$ cat src/rtl/onehot_sel_decoder.sv
// Registered binary-to-one-hot select decoder with range checking and a sweep mode.
// Sweep mode walks the one-hot output from a start index up to OUT_W-1, one index per cycle.
module onehot_sel_decoder #(
   parameter int SEL_W = 4,
   parameter int OUT_W = 16
) (
   input  logic             clk,
   input  logic             rst_n,
   input  logic             in_valid,
   output logic             in_ready,
   input  logic             mode,
   input  logic [SEL_W-1:0] select,
   input  logic             abort,
   output logic [OUT_W-1:0] en_out,
   output logic             out_valid,
   output logic             sel_err,
   output logic             busy
);

   typedef enum logic [0:0] {
      IDLE  = 1'b0,
      SWEEP = 1'b1
   } state_t;

   // One extra bit keeps the OUT_W == 2**SEL_W comparison from wrapping.
   localparam logic [SEL_W:0] OUT_W_X = (SEL_W+1)'(OUT_W);
   localparam logic [SEL_W:0] LAST_X  = (SEL_W+1)'(OUT_W - 1);

   state_t           state_r, state_s;
   logic [SEL_W-1:0] idx_r, idx_s;
   logic [OUT_W-1:0] en_s;
   logic             valid_s;
   logic             err_s;
   logic [SEL_W:0]   sel_ext_s;
   logic [SEL_W:0]   nxt_s;

   function automatic logic [OUT_W-1:0] onehot(input logic [SEL_W:0] i);
      logic [OUT_W-1:0] oh;
      oh = '0;
      for (int b = 0; b < OUT_W; b++) begin
         oh[b] = (i == (SEL_W+1)'(b));
      end
      return oh;
   endfunction

   assign sel_ext_s = {1'b0, select};
   assign nxt_s     = {1'b0, idx_r} + {{SEL_W{1'b0}}, 1'b1};
   assign in_ready  = (state_r == IDLE);
   assign busy      = (state_r == SWEEP);

   // Next-state, index and next-output decode.
   always_comb begin
      state_s = state_r;
      idx_s   = idx_r;
      en_s    = '0;
      valid_s = 1'b0;
      err_s   = 1'b0;
      case (state_r)
         IDLE: begin
            if (in_valid) begin
               if (sel_ext_s >= OUT_W_X) begin
                  err_s = 1'b1;
               end else begin
                  en_s    = onehot(sel_ext_s);
                  valid_s = 1'b1;
                  if (mode) begin
                     idx_s = select;
                     // A sweep starting on the last index is a single-bit sweep.
                     if (sel_ext_s == LAST_X) begin
                        state_s = IDLE;
                     end else begin
                        state_s = SWEEP;
                     end
                  end else begin
                     state_s = IDLE;
                  end
               end
            end else begin
               state_s = IDLE;
            end
         end
         SWEEP: begin
            // Abort wins even on the edge that would present the final bit.
            if (abort) begin
               state_s = IDLE;
            end else begin
               idx_s   = nxt_s[SEL_W-1:0];
               en_s    = onehot(nxt_s);
               valid_s = 1'b1;
               if (nxt_s == LAST_X) begin
                  state_s = IDLE;
               end else begin
                  state_s = SWEEP;
               end
            end
         end
         default: begin
            state_s = IDLE;
         end
      endcase
   end

   // State, index and registered outputs with synchronous active-low reset.
   always_ff @(posedge clk) begin
      if (!rst_n) begin
         state_r   <= IDLE;
         idx_r     <= '0;
         en_out    <= '0;
         out_valid <= 1'b0;
         sel_err   <= 1'b0;
      end else begin
         state_r   <= state_s;
         idx_r     <= idx_s;
         en_out    <= en_s;
         out_valid <= valid_s;
         sel_err   <= err_s;
      end
   end

endmodule

$ cat config.mk
export PLATFORM = sky130hd
export DESIGN_NAME = onehot_sel_decoder
export DESIGN_NICKNAME = d
export VERILOG_FILES = /design/src/rtl/onehot_sel_decoder.sv
export SDC_FILE = /design/constraint.sdc
export NUM_CORES = 1
export LEC_CHECK = 0
export BUFFER_PORTS_ARGS = -buffer_cell sky130_fd_sc_hd__buf_2
export CAP_MARGIN = 30
export CORE_ASPECT_RATIO = 1.4
export CORE_MARGIN = 2
export CORE_UTILIZATION = 55
export CTS_BUF_LIST = sky130_fd_sc_hd__clkbuf_4
export CTS_CLUSTER_SIZE = 16
export DETAILED_ROUTE_END_ITERATION = 16
export PLACE_DENSITY_LB_ADDON = 0.3
export SLEW_MARGIN = 5
export SYNTH_ARGS = -nofsm -noshare
export SYNTH_HDL_FRONTEND = slang
export SYNTH_SLANG_ARGS = --single-unit
$ cat constraint.sdc
create_clock -name clk -period 1.7 [get_ports clk]
set_input_delay 0.085 -clock clk [delete_from_list [all_inputs] [get_ports clk]]
set_output_delay 0.085 -clock clk [all_outputs]
set_load 0.01 [all_outputs]
==> flow_summary.json <==
{
  "wl_per_cell_um": 14.8,
  "postCtsSetupRepairBufs": 0,
  "root_buffer": "clkbuf_4",
  "timing.critical_path.buf_inv": 0,
  "regArea_um2": 440,
  "routed_wl_um": 2840,
  "num_rows": 20,
  "cts_tree": "yes",
  "grt_pass1_vias": 1084,
  "synth_area_per_cell_um2": 8.67,
  "p_per_area_nw_per_um2": 686,
  "io_buffers": 27,
  "fin_worst_skew_ps": 1.77,
  "critPathTopFamily": "compound AO/OA/AOI/OAI gates",
  "layout-drive-gt1-share_pct": 29.4,
  "clkSlewWorstSetupHoldPaths_ps": 120,
  "avgViaCountPerCell": 5.91,
  "overflow": 0,
  "max_freq_mhz": 656,
  "fin_nets": 185,
  "crit_chain": "a21bo_2 > a32oi_2 > o21ai_0 > and2_1",
  "dieHeight_um": 60.6,
  "grt_usage_pct": 23.0,
  "p_leak_nw": 0.628,
  "setup_tns_ps": 0,
  "post-route-util_pct": 64.9,
  "critPathArrivalTime_ps": 1740,
  "crit_required_ps": 1910,
  "firstDrtPassIters": 4,
  "io_pins": 29,
  "hold_viol": 0,
  "worstMarginPinSlew_ps": 549,
  "cts_buffers": 3,
  "antenna_found_initial": 0,
  "cts_resized": 0,
  "yosys_warnings": 0,
  "ir_worst_vdd_mv": 0.482,
  "clock_path_buffers": 2,
  "clk_latency_ps": 310,
  "status": "finished clean",
  "htreeDepth": 1,
  "die_area_um2": 2690,
  "max_cap_violations": 0,
  "grt_pass1_wl_um": 4590,
  "grt_max_degree": 17,
  "core_area_um2": 2180,
  "finalCritPeriodShare_pct": 89.7,
  "drv_slew": 0,
  "route.detailed.drc": 0,
  "relSlewSlack_pct": 63.4,
  "cp_slowest_cell": "dfxtp_1",
  "multiInputGateArea_um2": 739,
  "via_count": 1134,
  "ys_ff_latch": 22,
  "hold_slack_ps": 83.9,
  "hold_buffers": 0,
  "rsz0062_at_grt": "false",
  "fill_cells": 203,
  "gp_congestion": 0.899,
  "synth_nets": 159,
  "setup_viol": 0,
  "area_growth_pct": 12.4,
  "fin_crit_ps": 1530,
  "synthDistinctLibCells": 42,
  "critPathMaxFanout": 11,
  "start_kind": "register",
  "initialDrtViolationCount": 22,
  "worst-setup-path-type": "reg -> reg",
  "synthCells": 145,
  "end_kind": "register",
  "totalPowerFinal_mw": 0.970,
  "max_stage_delay_ps": 550,
  "hpwl_um": 2230,
  "initial_core_util_pct": 57.8,
  "antennaDiodeCount": 0,
  "cts_sinks": 22,
  "postRouteAntennaNets": 0,
  "die_w_um": 44.4,
  "hold_class": "in -> reg",
  "synth_area_um2": 1260,
  "synth_seq_area_share_pct": 35.0
}
## area by class of cell
| class | count | area share (%) |
|---|---|---|
| clock buffers | 3 | 1.59 |
| well taps | 22 | 1.95 |
| clock inverters | 1 | 0.265 |
| repair buffers | 30 | 11.2 |
| inverters | 6 | 1.59 |
| flip-flops and latches | 22 | 31.2 |
| multi-input cells | 108 | 52.3 |
## flip-flops by register name, summed over array words and instances, names as in the netlist
signal,count
out_valid,1
en_out,16
idx_r,4
busy,1
## routing by layer
layer / wire length (um) / part of all wire [%] / global-route usage (%) / up-vias
met5: 0 / 0 / 0 / -
li1: - / - / - / 555
met1: 1090 / 38 / 25.3 / 513
met3: 160 / 5.6 / 2.98 / 12
met2: 1500 / 53 / 42.0 / 54
met4: 89 / 3.1 / 12.6 / 0
## where the power goes
| part | switching, mW | internal [mW] |
|---|---|---|
| clock network | 0.161 | 0.0857 |
| registers | 0.0120 | 0.530 |
| logic | 0.110 | 0.0709 |
## placed cells by master, fill, tap and decap left out, drive strengths merged, types with 5 or more instances in the layout
| cell type | count |
|---|---|
| nand3 | 8 |
| nor2 | 9 |
| dfxtp | 22 |
| nor2b | 8 |
| nand2 | 17 |
| inv | 6 |
| a21oi | 17 |
| ha | 5 |
| buf | 30 |
## kinds of logic after synthesis
logic type,Yosys count,synth area share [%]
simple gates,58,26.4
buf+inv,15,6.17
mux,1,0.796
other cells,1,0.298
compound gates,43,26.4
flops,22,35.0
fa+ha+maj,5,4.98
## final timing paths
path                                from          to  slack (ps)  cells past startpoint
worst min register to register  idx_r[2]    idx_r[2]         620                      2
worst min-delay path            in_valid  en_out[11]          80                      3
worst max-delay path            idx_r[3]   en_out[6]         170                      4
worst max register to register  idx_r[3]   en_out[6]         170                      4
## worst min-delay path, stage by stage
cell     delay, ps
buf_2          120
nand4_1         80
a21oi_1         60
## synth_stat cells
library cell | count | area share [%]
o311a_1 | 1 | 0.80
nor3b_2 | 1 | 0.99
o21a_1 | 2 | 1.2
mux2i_1 | 1 | 0.80
a32oi_2 | 1 | 1.3
nand3_1 | 8 | 3.2
nand3b_4 | 1 | 1.6
a21o_1 | 3 | 1.8
nor2_1 | 9 | 2.7
and3b_1 | 1 | 0.70
ha_1 | 5 | 5.0
a2bb2oi_1 | 2 | 1.4
nor2b_4 | 1 | 1.1
and2_4 | 1 | 0.70
conb_1 | 1 | 0.30
a21boi_0 | 1 | 0.60
a21oi_2 | 5 | 3.5
a21oi_1 | 11 | 4.4
a32oi_1 | 1 | 0.70
a21bo_4 | 1 | 1.3
dfxtp_1 | 22 | 35
nand4_1 | 1 | 0.50
nor3_1 | 4 | 1.6
o22ai_1 | 1 | 0.50
buf_2 | 5 | 2.0
nor2b_2 | 2 | 1.4
a211oi_1 | 2 | 1.2
nand3b_1 | 2 | 1.2
a21oi_4 | 1 | 1.3
o32ai_1 | 2 | 1.4
o21bai_1 | 4 | 2.4
and2_1 | 3 | 1.5
a21bo_2 | 1 | 0.80
and4bb_2 | 1 | 0.99
or3_1 | 1 | 0.50
inv_1 | 6 | 1.8
nand2_1 | 16 | 4.8
nor2b_1 | 5 | 2.5
buf_4 | 4 | 2.4
o21ai_0 | 3 | 1.2
o2111ai_1 | 1 | 0.70
nand2_2 | 1 | 0.50
## stage by stage
| step | setup slack (ps) | cell area (um2) | std cells |
|---|---|---|---|
| finish | 175 | 1410 | 192 |
| global route | 104 | 1410 | 192 |
| CTS | 184 | 1410 | 192 |
| detailed placement | 217 | 1390 | 188 |
| global placement | 236 | 1390 | 188 |
| floorplan | 199 | 1260 | 145 |
(Power assumes the default switching activity.)
